<file path="src/rtl/bounce_pkg.sv">
// Shared types and width helpers for the multi-channel bounce counter.
// Optional feature macro: BOUNCE_CNT_SAT_EN (saturating counters + sat flags).
package bounce_pkg;

  typedef enum logic [1:0] {
    ZERO,
    WAIT1,
    ONE,
    WAIT0
  } deb_state_t;

  function automatic int clog2_min1(input int n);
    return (n < 2) ? 1 : $clog2(n);
  endfunction

endpackage

</file>
<file path="src/rtl/bounce_channel.sv">
// One switch channel: synchroniser, debounce FSM, edge detectors, counters.
// Optional feature macro: BOUNCE_CNT_SAT_EN (saturating counters + sat flag).
module bounce_channel
  import bounce_pkg::*;
#(
  parameter int CNT_W       = 8,
  parameter int DB_TICKS    = 2_000_000,
  parameter int SYNC_STAGES = 2
) (
  input  logic             clk,
  input  logic             reset,
  input  logic             sw,
  input  logic             clr,
  output logic             db,
  output logic [CNT_W-1:0] raw_cnt,
  output logic [CNT_W-1:0] db_cnt,
  output logic             sat
);

  localparam int TW = clog2_min1(DB_TICKS);
  localparam logic [TW-1:0] TLAST = TW'(DB_TICKS - 1);

  logic [SYNC_STAGES-1:0] r_sync;
  logic                   r_lvl_q;
  logic                   r_db;
  logic                   r_db_q;
  deb_state_t             r_state;
  deb_state_t             w_next;
  logic [TW-1:0]          r_timer;
  logic [TW-1:0]          w_timer_nxt;
  logic [CNT_W-1:0]       r_raw;
  logic [CNT_W-1:0]       r_dbc;
  logic                   w_lvl;
  logic                   w_raw_tick;
  logic                   w_db_tick;

  assign w_lvl      = r_sync[SYNC_STAGES-1];
  assign w_raw_tick = w_lvl & ~r_lvl_q;
  assign w_db_tick  = r_db & ~r_db_q;

  // Shift the raw switch through the synchroniser chain.
  always_ff @(posedge clk or negedge reset) begin
    if (!reset) r_sync <= '0;
    else        r_sync <= {r_sync[SYNC_STAGES-2:0], sw};
  end

  // Level history for both rising-edge detectors.
  always_ff @(posedge clk or negedge reset) begin
    if (!reset) begin
      r_lvl_q <= 1'b0;
      r_db_q  <= 1'b0;
    end else begin
      r_lvl_q <= w_lvl;
      r_db_q  <= r_db;
    end
  end

  // Debounce state, timer and registered db decode.
  always_ff @(posedge clk or negedge reset) begin
    if (!reset) begin
      r_state <= ZERO;
      r_timer <= '0;
      r_db    <= 1'b0;
    end else begin
      r_state <= w_next;
      r_timer <= w_timer_nxt;
      r_db    <= (w_next == ONE) || (w_next == WAIT0);
    end
  end

  // Next state: a level must hold DB_TICKS timer steps to be accepted.
  always_comb begin
    w_next      = r_state;
    w_timer_nxt = r_timer;
    unique case (r_state)
      ZERO: begin
        if (w_lvl) begin
          w_next      = WAIT1;
          w_timer_nxt = '0;
        end
      end
      WAIT1: begin
        if (!w_lvl) begin
          w_next = ZERO;
        end else begin
          w_timer_nxt = r_timer + 1'b1;
          if (r_timer == TLAST) w_next = ONE;
        end
      end
      ONE: begin
        if (!w_lvl) begin
          w_next      = WAIT0;
          w_timer_nxt = '0;
        end
      end
      WAIT0: begin
        if (w_lvl) begin
          w_next = ONE;
        end else begin
          w_timer_nxt = r_timer + 1'b1;
          if (r_timer == TLAST) w_next = ZERO;
        end
      end
    endcase
  end

`ifdef BOUNCE_CNT_SAT_EN
  localparam logic [CNT_W-1:0] CMAX = '1;
  logic r_sat;

  // Saturating edge counters; clr overrides any tick.
  always_ff @(posedge clk or negedge reset) begin
    if (!reset) begin
      r_raw <= '0;
      r_dbc <= '0;
    end else if (clr) begin
      r_raw <= '0;
      r_dbc <= '0;
    end else begin
      if (w_raw_tick && r_raw != CMAX) r_raw <= r_raw + 1'b1;
      if (w_db_tick && r_dbc != CMAX)  r_dbc <= r_dbc + 1'b1;
    end
  end

  // Sticky flag: a tick arrived while a counter was pinned at max.
  always_ff @(posedge clk or negedge reset) begin
    if (!reset)    r_sat <= 1'b0;
    else if (clr)  r_sat <= 1'b0;
    else if ((w_raw_tick && r_raw == CMAX) ||
             (w_db_tick && r_dbc == CMAX))
      r_sat <= 1'b1;
  end

  assign sat = r_sat;
`else
  // Wrapping edge counters; clr overrides any tick.
  always_ff @(posedge clk or negedge reset) begin
    if (!reset) begin
      r_raw <= '0;
      r_dbc <= '0;
    end else if (clr) begin
      r_raw <= '0;
      r_dbc <= '0;
    end else begin
      if (w_raw_tick) r_raw <= r_raw + 1'b1;
      if (w_db_tick)  r_dbc <= r_dbc + 1'b1;
    end
  end

  assign sat = 1'b0;
`endif

  assign db      = r_db;
  assign raw_cnt = r_raw;
  assign db_cnt  = r_dbc;

endmodule

</file>
<file path="src/rtl/multi_channel_bounce_counter.sv">
// Multi-channel bounce counter: per-channel debounce plus registered count mux.
// Optional feature macro: BOUNCE_CNT_SAT_EN (saturating counters + sat flags).
module multi_channel_bounce_counter
  import bounce_pkg::*;
#(
  parameter int CHANNELS    = 4,
  parameter int CNT_W       = 8,
  parameter int DB_TICKS    = 2_000_000,
  parameter int SYNC_STAGES = 2
) (
  input  logic                              clk,
  input  logic                              reset,
  input  logic [CHANNELS-1:0]               sw,
  input  logic [CHANNELS-1:0]               clr,
  input  logic [clog2_min1(CHANNELS)-1:0]   sel,
  output logic [CHANNELS-1:0]               db,
  output logic [CNT_W-1:0]                  raw_count,
  output logic [CNT_W-1:0]                  db_count,
  output logic [CHANNELS-1:0]               sat
);

  logic [CNT_W-1:0] w_raw [CHANNELS];
  logic [CNT_W-1:0] w_dbc [CHANNELS];
  logic [CNT_W-1:0] w_raw_sel;
  logic [CNT_W-1:0] w_dbc_sel;
  logic [CNT_W-1:0] r_raw_count;
  logic [CNT_W-1:0] r_db_count;

  for (genvar g = 0; g < CHANNELS; g++) begin : g_ch
    bounce_channel #(
      .CNT_W      (CNT_W),
      .DB_TICKS   (DB_TICKS),
      .SYNC_STAGES(SYNC_STAGES)
    ) u_ch (
      .clk    (clk),
      .reset  (reset),
      .sw     (sw[g]),
      .clr    (clr[g]),
      .db     (db[g]),
      .raw_cnt(w_raw[g]),
      .db_cnt (w_dbc[g]),
      .sat    (sat[g])
    );
  end

  // Select a channel; out-of-range selects fall back to channel 0.
  always_comb begin
    w_raw_sel = w_raw[0];
    w_dbc_sel = w_dbc[0];
    for (int i = 1; i < CHANNELS; i++) begin
      if (int'(sel) == i) begin
        w_raw_sel = w_raw[i];
        w_dbc_sel = w_dbc[i];
      end
    end
  end

  // Register the selected counts for the display path.
  always_ff @(posedge clk or negedge reset) begin
    if (!reset) begin
      r_raw_count <= '0;
      r_db_count  <= '0;
    end else begin
      r_raw_count <= w_raw_sel;
      r_db_count  <= w_dbc_sel;
    end
  end

  assign raw_count = r_raw_count;
  assign db_count  = r_db_count;

endmodule

</file>
<file path="config.mk">
export PLATFORM = sky130hd
export DESIGN_NAME = multi_channel_bounce_counter
export DESIGN_NICKNAME = d
export VERILOG_FILES = /design/src/rtl/bounce_pkg.sv /design/src/rtl/bounce_channel.sv /design/src/rtl/multi_channel_bounce_counter.sv
export SDC_FILE = /design/constraint.sdc
export NUM_CORES = 1
export LEC_CHECK = 0
export ABC_AREA = 1
export CAP_MARGIN = 20
export CORE_MARGIN = 3
export CORE_UTILIZATION = 56
export DETAILED_ROUTE_END_ITERATION = 7
export HOLD_SLACK_MARGIN = 0.12
export PLACE_DENSITY = 0.73
export SETUP_SLACK_MARGIN = 0.1
export SYNTH_ARGS = -nofsm -noshare
export SYNTH_HDL_FRONTEND = slang
export SYNTH_SLANG_ARGS = --single-unit
</file>
<file path="constraint.sdc">
create_clock -name clk -period 3 [get_ports clk]
set_input_delay 0.3 -clock clk [delete_from_list [all_inputs] [get_ports clk]]
set_output_delay 0.3 -clock clk [all_outputs]
set_load 0.005 [all_outputs]
</file>
==> flow_summary.ini, run 1 <==
[setup_path]
timing.rr.start = g_ch[0].u_ch.r_sync[1]
cp_max_fo = 18
worstSetupPathType = input port to register
required_ns = 3.29
crit_path_end_kind = register
startpoint_type = input port
cp-startpoint = sel[1]
cp_data_arrival_time_ns = 2.18

[global_routing]
grt_pass1_wl_um = 37500
grt_antenna_before_repair = 0
track_usage = 0.228
grt_max_degree = 78
gr-total-overflow = 0
grt_pass1_vias = 8014

[route]
dr_total_vias = 8621
wl_met2_um = 10200
dr.pass1.iters = 5
wirelength_um = 21900
routed_via_density = 5.35
wl_met1_um = 10400
first_iter_violations = 652
postRouteAntennaNets = 0
post-route-drc-count = 0
wl_per_cell_um = 13.6
route.met3.wl_um = 1110
highest-signal-layer = met4

[final_layout]
insertedDiodeCount = 0
final_cells = 1612
layout_common_cells = 297 x nand2_1, 192 x dfrtp_1, 183 x inv_1, 176 x nor2_1, 115 x o21ai_0
fin_nets = 1398
final_common_cell = nand2_1
area.growth.synth_to_final_pct = 10.3
multi_input_area_mm2 = 0.00450
register_area_mm2 = 0.00480
layout-drive-gt1-share = 0.0764
fillers = 1488

[power_and_ir_drop]
irDropWorstVdd_mv = 0.414
power_density_mw_per_mm2 = 456
p_clk_frac = 0.419
p_leak_nw = 5.23
p_switching_w = 0.00130
seqPwrFrac = 0.523
swShare = 0.255
p_comb_frac = 0.058
internal-power_w = 0.00382

[clock_tree]
cts_buffers = 17
postCtsSetupBuffers = 0
clock_sinks = 192
hold_buffers = 1
clock_latency_ns = 0.44
tritoncts = built
cts_root_buffer = clkbuf_16
cts_resized = 0
clk_pin_slew_ns = 0.07
htreeDepth = 4
clockBufferDepth = 2

[synthesis]
synth_cell_types = 36
synth-xor-area-share = 0.000860
yosysWarnings = 0
yosys_register_bits = 192
synth_compound_area_frac = 0.110
synth-seq-area-share = 0.472
synth.avg_cell_area_um2 = 7.61
synthMuxAreaShare = 0
synth_area_leaders = dfrtp_1 47%, nand2_1 11%, inv_1 6.7%, nor2_1 6.5%, o21ai_0 5.7%
synth_top_family_by_area = simple AND/OR/NAND/NOR gates
synth-simple-area-share = 0.314
syn_area_mm2 = 0.0102
synth_cells = 1338
yosys.area.top_type_share = 0.472
synth_fa_ha_area_frac = 0.0147
synth_top_area_cell = dfrtp_1

[placed_design]
post-place-ws_ns = 0.769
placed_cells = 1579
dp_hpwl_um = 15700
place.gp.congestion = 0.910
numPortBuffers = 31

[sta]
max_slew_margin = 0.580
worst_slack_ns = 1.11
slew_violations = 0
fmax_mhz = 529
setup_tns_ns = 0
rsz0062_at_grt = no
post-route-min-period_ns = 1.89
finClkSkew_ns = 0.0145
hold_viol_final = 0
setup_viol = 0
worst_pin_slew_ns = 0.629
fin_crit_sh = 0.630

[floorplan]
die_area_mm2 = 0.0198
fp-row-count = 48
start_util = 0.581
dieHeight_um = 141
fp.dieW_um = 141
core_mm2 = 0.0175
pin_count = 36

[min_path]
hold_class = input port to register
hold_path_startpoint = sw[2]

[run]
cap_viol_max_count = 0

[outcome]
status = finished, final reports clean
-- path summary, 6_finish.rpt --
kind | cells past startpoint | slack [ns] | to
setup / recovery | 6 | 1.11 | db_count[0]
hold / removal | 1 | 0.30 | g_ch[2].u_ch.r_sync[0]
setup reg to reg | 8 | 1.33 | g_ch[0].u_ch.r_timer[12]
hold reg to reg | 0 | 0.35 | g_ch[0].u_ch.r_sync[1]
max in group asynchronous | 3 | 1.78 | g_ch[0].u_ch.r_timer[2]
min in group asynchronous | 2 | 0.44 | g_ch[1].u_ch.r_timer[10]
-- critical path, cell delays in order --
cell and delay [ns]:
clkdlybuf4s50_1 0.79, inv_1 0.18, nand2_2 0.28, nand2_2 0.24, o21ai_0 0.23, o21ai_0 0.15
-- cell usage after synthesis (all sizes together) --
library cell and number:
o21bai 1, or2 1, nand2 313, a31oi 3, buf 18, o21a 2
inv 192, xnor2 1, a211oi 1, a21oi 76, o221ai 12, clkinv 2
nor2 210, and3 2, ha 12, conb 1, dfrtp 192, and2 1
o21ai 118, clkbuf 5, nand4 39, nand3 95, nor3 38, nand3b 3
-- cells by family after synthesis --
logic type | Yosys count
buf+inv | 217
other cells | 1
fa+ha+maj | 12
xor+xnor | 1
compound gates | 213
simple gates | 702
flops | 192
-- per-stage QoR --
stage | hold slack, ns | util | instance area [um^2] | power [W]
6_report | 0.299 | 0.641 | 11200 | 0.00512
5_1_grt | 0.289 | 0.641 | 11200 | 0.00532
3_5_place_dp | 0.336 | 0.609 | 10700 | 0.00303
4_1_cts | 0.280 | 0.641 | 11200 | 0.00517
2_1_floorplan | 0.00441 | - | 10200 | 0.00289
3_3_place_gp | 0.332 | 0.609 | 10700 | 0.00302
-- state kept, by name (all words and copies together) (netlist names) --
name / cells
g_ch.u_ch.r_db_q: 4
raw_count: 8
g_ch.u_ch.raw_cnt: 32
g_ch.u_ch.r_lvl_q: 4
db_count: 8
g_ch.u_ch.db: 4
g_ch.u_ch.r_timer: 84
g_ch.u_ch.db_cnt: 32
g_ch.u_ch.r_state: 8
g_ch.u_ch.r_sync: 8
-- power groups by stage --
stage | logic (W) | clock network (W) | registers, W
3_3_place_gp | 0.000292 | 0 | 0.00273
2_1_floorplan | 0.000169 | 0 | 0.00272
5_1_grt | 0.000343 | 0.00229 | 0.00269
4_1_cts | 0.000302 | 0.00219 | 0.00268
6_report | 0.000297 | 0.00214 | 0.00268
3_5_place_dp | 0.000300 | 0 | 0.00273
-- cell type report --
class                      count  area share
clock buffer                  17      0.0379
sequential                   192       0.428
clock inverter                15      0.0112
timing repair buffer          37      0.0333
inverter                     194      0.0648
tap                          225      0.0251
multi-input combinational    932       0.400
-- per-layer routing --
layer,global-route usage,vias to the layer above
li1,-,4390
met1,0.323,4030
met2,0.369,182
met3,0.0424,19
met4,0.0515,0
met5,0,-
No activity file was read; power rests on OpenSTA's default activity.
==> run 2, diff against run 1 <==
Clock period 3 ns to 1.8 ns, I/O delays scaled along.
==> run 2 against run 1 <==
- wire length fell by 0.57%
- cell area rose by 0.79%
- register-to-register slack got worse by 1.0 ns
- cell count rose by 0.31%
- worst setup slack got worse by 0.87 ns
- flip-flop and latch count did not move
- via count rose by 1.7%
==> flow_summary.ini, run 2 (synthesis gave the netlist of run 1 again) <==
[global_routing]
gr-total-overflow = 0
grt_pass1_vias = 7995
track_usage = 0.231
grt_antenna_before_repair = 0
grt_max_degree = 55
grt_pass1_wl_um = 37600

[sta]
fin_crit_sh = 0.865
setup_tns_ns = 0
finClkSkew_ns = 0.0120
hold_viol_final = 0
slew_violations = 0
rsz0062_at_grt = no
post-route-min-period_ns = 1.56
fmax_mhz = 642
setup_viol = 0

[clock_tree]
htreeDepth = 4
clock_latency_ns = 0.44
cts_root_buffer = clkbuf_16
postCtsSetupBuffers = 0
clock_sinks = 192
clockBufferDepth = 2
tritoncts = built
cts_buffers = 17
clk_pin_slew_ns = 0.08

[setup_path]
timing.rr.start = g_ch[1].u_ch.r_timer[1]
path_depth = 1
crit_buf_inv = 1
r2r_end = g_ch[1].u_ch.r_timer[20]
crit_path_end_kind = primary output
path_delay_family = buffers and inverters
cp_max_fo = 3
rrSetupSlack_ns = 0.30
worstSetupPathType = register to primary output
critPathMaxStageDelay_ns = 0.53
critical_path.cell_chain = clkdlybuf4s50_1
cp_data_arrival_time_ns = 1.38
reg2reg_depth = 8
crit_path_top_delay_cell = clkdlybuf4s50_1
required_ns = 1.62
startpoint_type = register

[power_and_ir_drop]
p_leak_nw = 5.28
p_switching_w = 0.00212
internal-power_w = 0.00654
p_comb_frac = 0.059
power_density_mw_per_mm2 = 765
irDropWorstVdd_mv = 0.799
seqPwrFrac = 0.516
p_clk_frac = 0.425
swShare = 0.245
finalPower_w = 0.00866

[final_layout]
final_cell_area_mm2 = 0.0113
fin_nets = 1404
area.growth.synth_to_final_pct = 11.2
insertedDiodeCount = 0
regMostFlops = g_ch.u_ch.r_timer
fillers = 1533
largest_reg_flops = 84
multi_input_area_mm2 = 0.00450
final_common_cell = nand2_1
layout_common_cells = 296 x nand2_1, 192 x dfrtp_1, 183 x inv_1, 176 x nor2_1, 115 x o21ai_0
register_area_mm2 = 0.00480
layout-drive-gt1-share = 0.0805

[floorplan]
start_util = 0.581
pin_count = 36
core_mm2 = 0.0175
fp-row-count = 48
die_area_mm2 = 0.0198
fp.dieW_um = 141
dieHeight_um = 141

[route]
dr.pass1.iters = 7
first_iter_violations = 563
post-route-drc-count = 0
wl_per_cell_um = 13.5
wirelength_um = 21800
routed_via_density = 5.42
dr_total_vias = 8769
postRouteAntennaNets = 0

[min_path]
hold_end = g_ch[3].u_ch.r_sync[0]
whs_path_depth = 1
hold_path_startpoint = sw[3]
hold_class = input port to register

[placed_design]
numPortBuffers = 31
dp_hpwl_um = 16000
place.gp.congestion = 0.905
postPlaceCellArea_mm2 = 0.0107

[run]
cap_viol_max_count = 0

[outcome]
status = finished, final reports clean
run 2: cell types whose count changed in the layout (fill, tap and decap cells not counted), sizes merged:
cell    previous run  this run
clkinv             7         4
buf                5        11
clkbuf            18        19
bufinv             0         1
run 2: power by group through the flow:
stage / Clock, W / Combinational (W) / Sequential, W
6_report: 0.00368 / 0.000513 / 0.00447
5_1_grt: 0.00396 / 0.000588 / 0.00448
4_1_cts: 0.00376 / 0.000521 / 0.00447
3_5_place_dp: 0 / 0.000515 / 0.00455
3_3_place_gp: 0 / 0.000506 / 0.00455
2_1_floorplan: 0 / 0.000281 / 0.00453
run 2: how the worst max path moves through the flow:
stage / from / endpoint
2_1_floorplan: g_ch[1].u_ch.r_timer[1] / g_ch[1].u_ch.r_timer[20]
3_3_place_gp: sel[0] / db_count[6]
3_5_place_dp: sel[0] / raw_count[6]
4_1_cts: g_ch[0].u_ch.r_sync[1] / g_ch[0].u_ch.r_timer[10]
5_1_grt: g_ch[1].u_ch.r_timer[1] / g_ch[1].u_ch.r_timer[18]
6_report: g_ch[3].u_ch.db / db[3]
run 2: area by class of cell:
| class | instances | area share |
|---|---|---|
| well taps | 225 | 0.0249 |
| clock inverters | 13 | 0.0114 |
| repair buffers | 43 | 0.0392 |
| flip-flops and latches | 192 | 0.424 |
| clock buffers | 18 | 0.0388 |
| inverters | 194 | 0.0643 |
| multi-input cells | 932 | 0.397 |
run 2: repair_timing:
action,in CTS,in global routing
hold buffers,1,0
endpoints found under the hold margin,192,0
gates resized for setup,0,1
endpoints found under the setup margin,0,3
run 2: per-layer routing:
layer | routed length (um) | track usage | vias to the layer above
li1 | - | - | 4416
met1 | 10300 | 0.326 | 4107
met2 | 10100 | 0.361 | 215
met3 | 1080 | 0.0519 | 31
met4 | 368 | 0.0668 | 0
met5 | 0 | 0 | -
run 2: per-stage QoR:
stage	setup slack, ns	utilization	hold WS (ns)	std cells
after floorplan	0.508	-	-0.116	1341
after global placement	0.244	0.613	0.161	1585
after detailed placement	0.145	0.613	0.157	1585
after CTS	0.193	0.646	0.163	1617
after global routing	0.128	0.646	0.157	1617
final	0.242	0.646	0.173	1617
==> run 3, diff against run 2 <==
Settings changed: SLEW_MARGIN from default to 25.
==> results of run 3 <==
The final DEF is identical to that of run 2; final timing and power are the same.
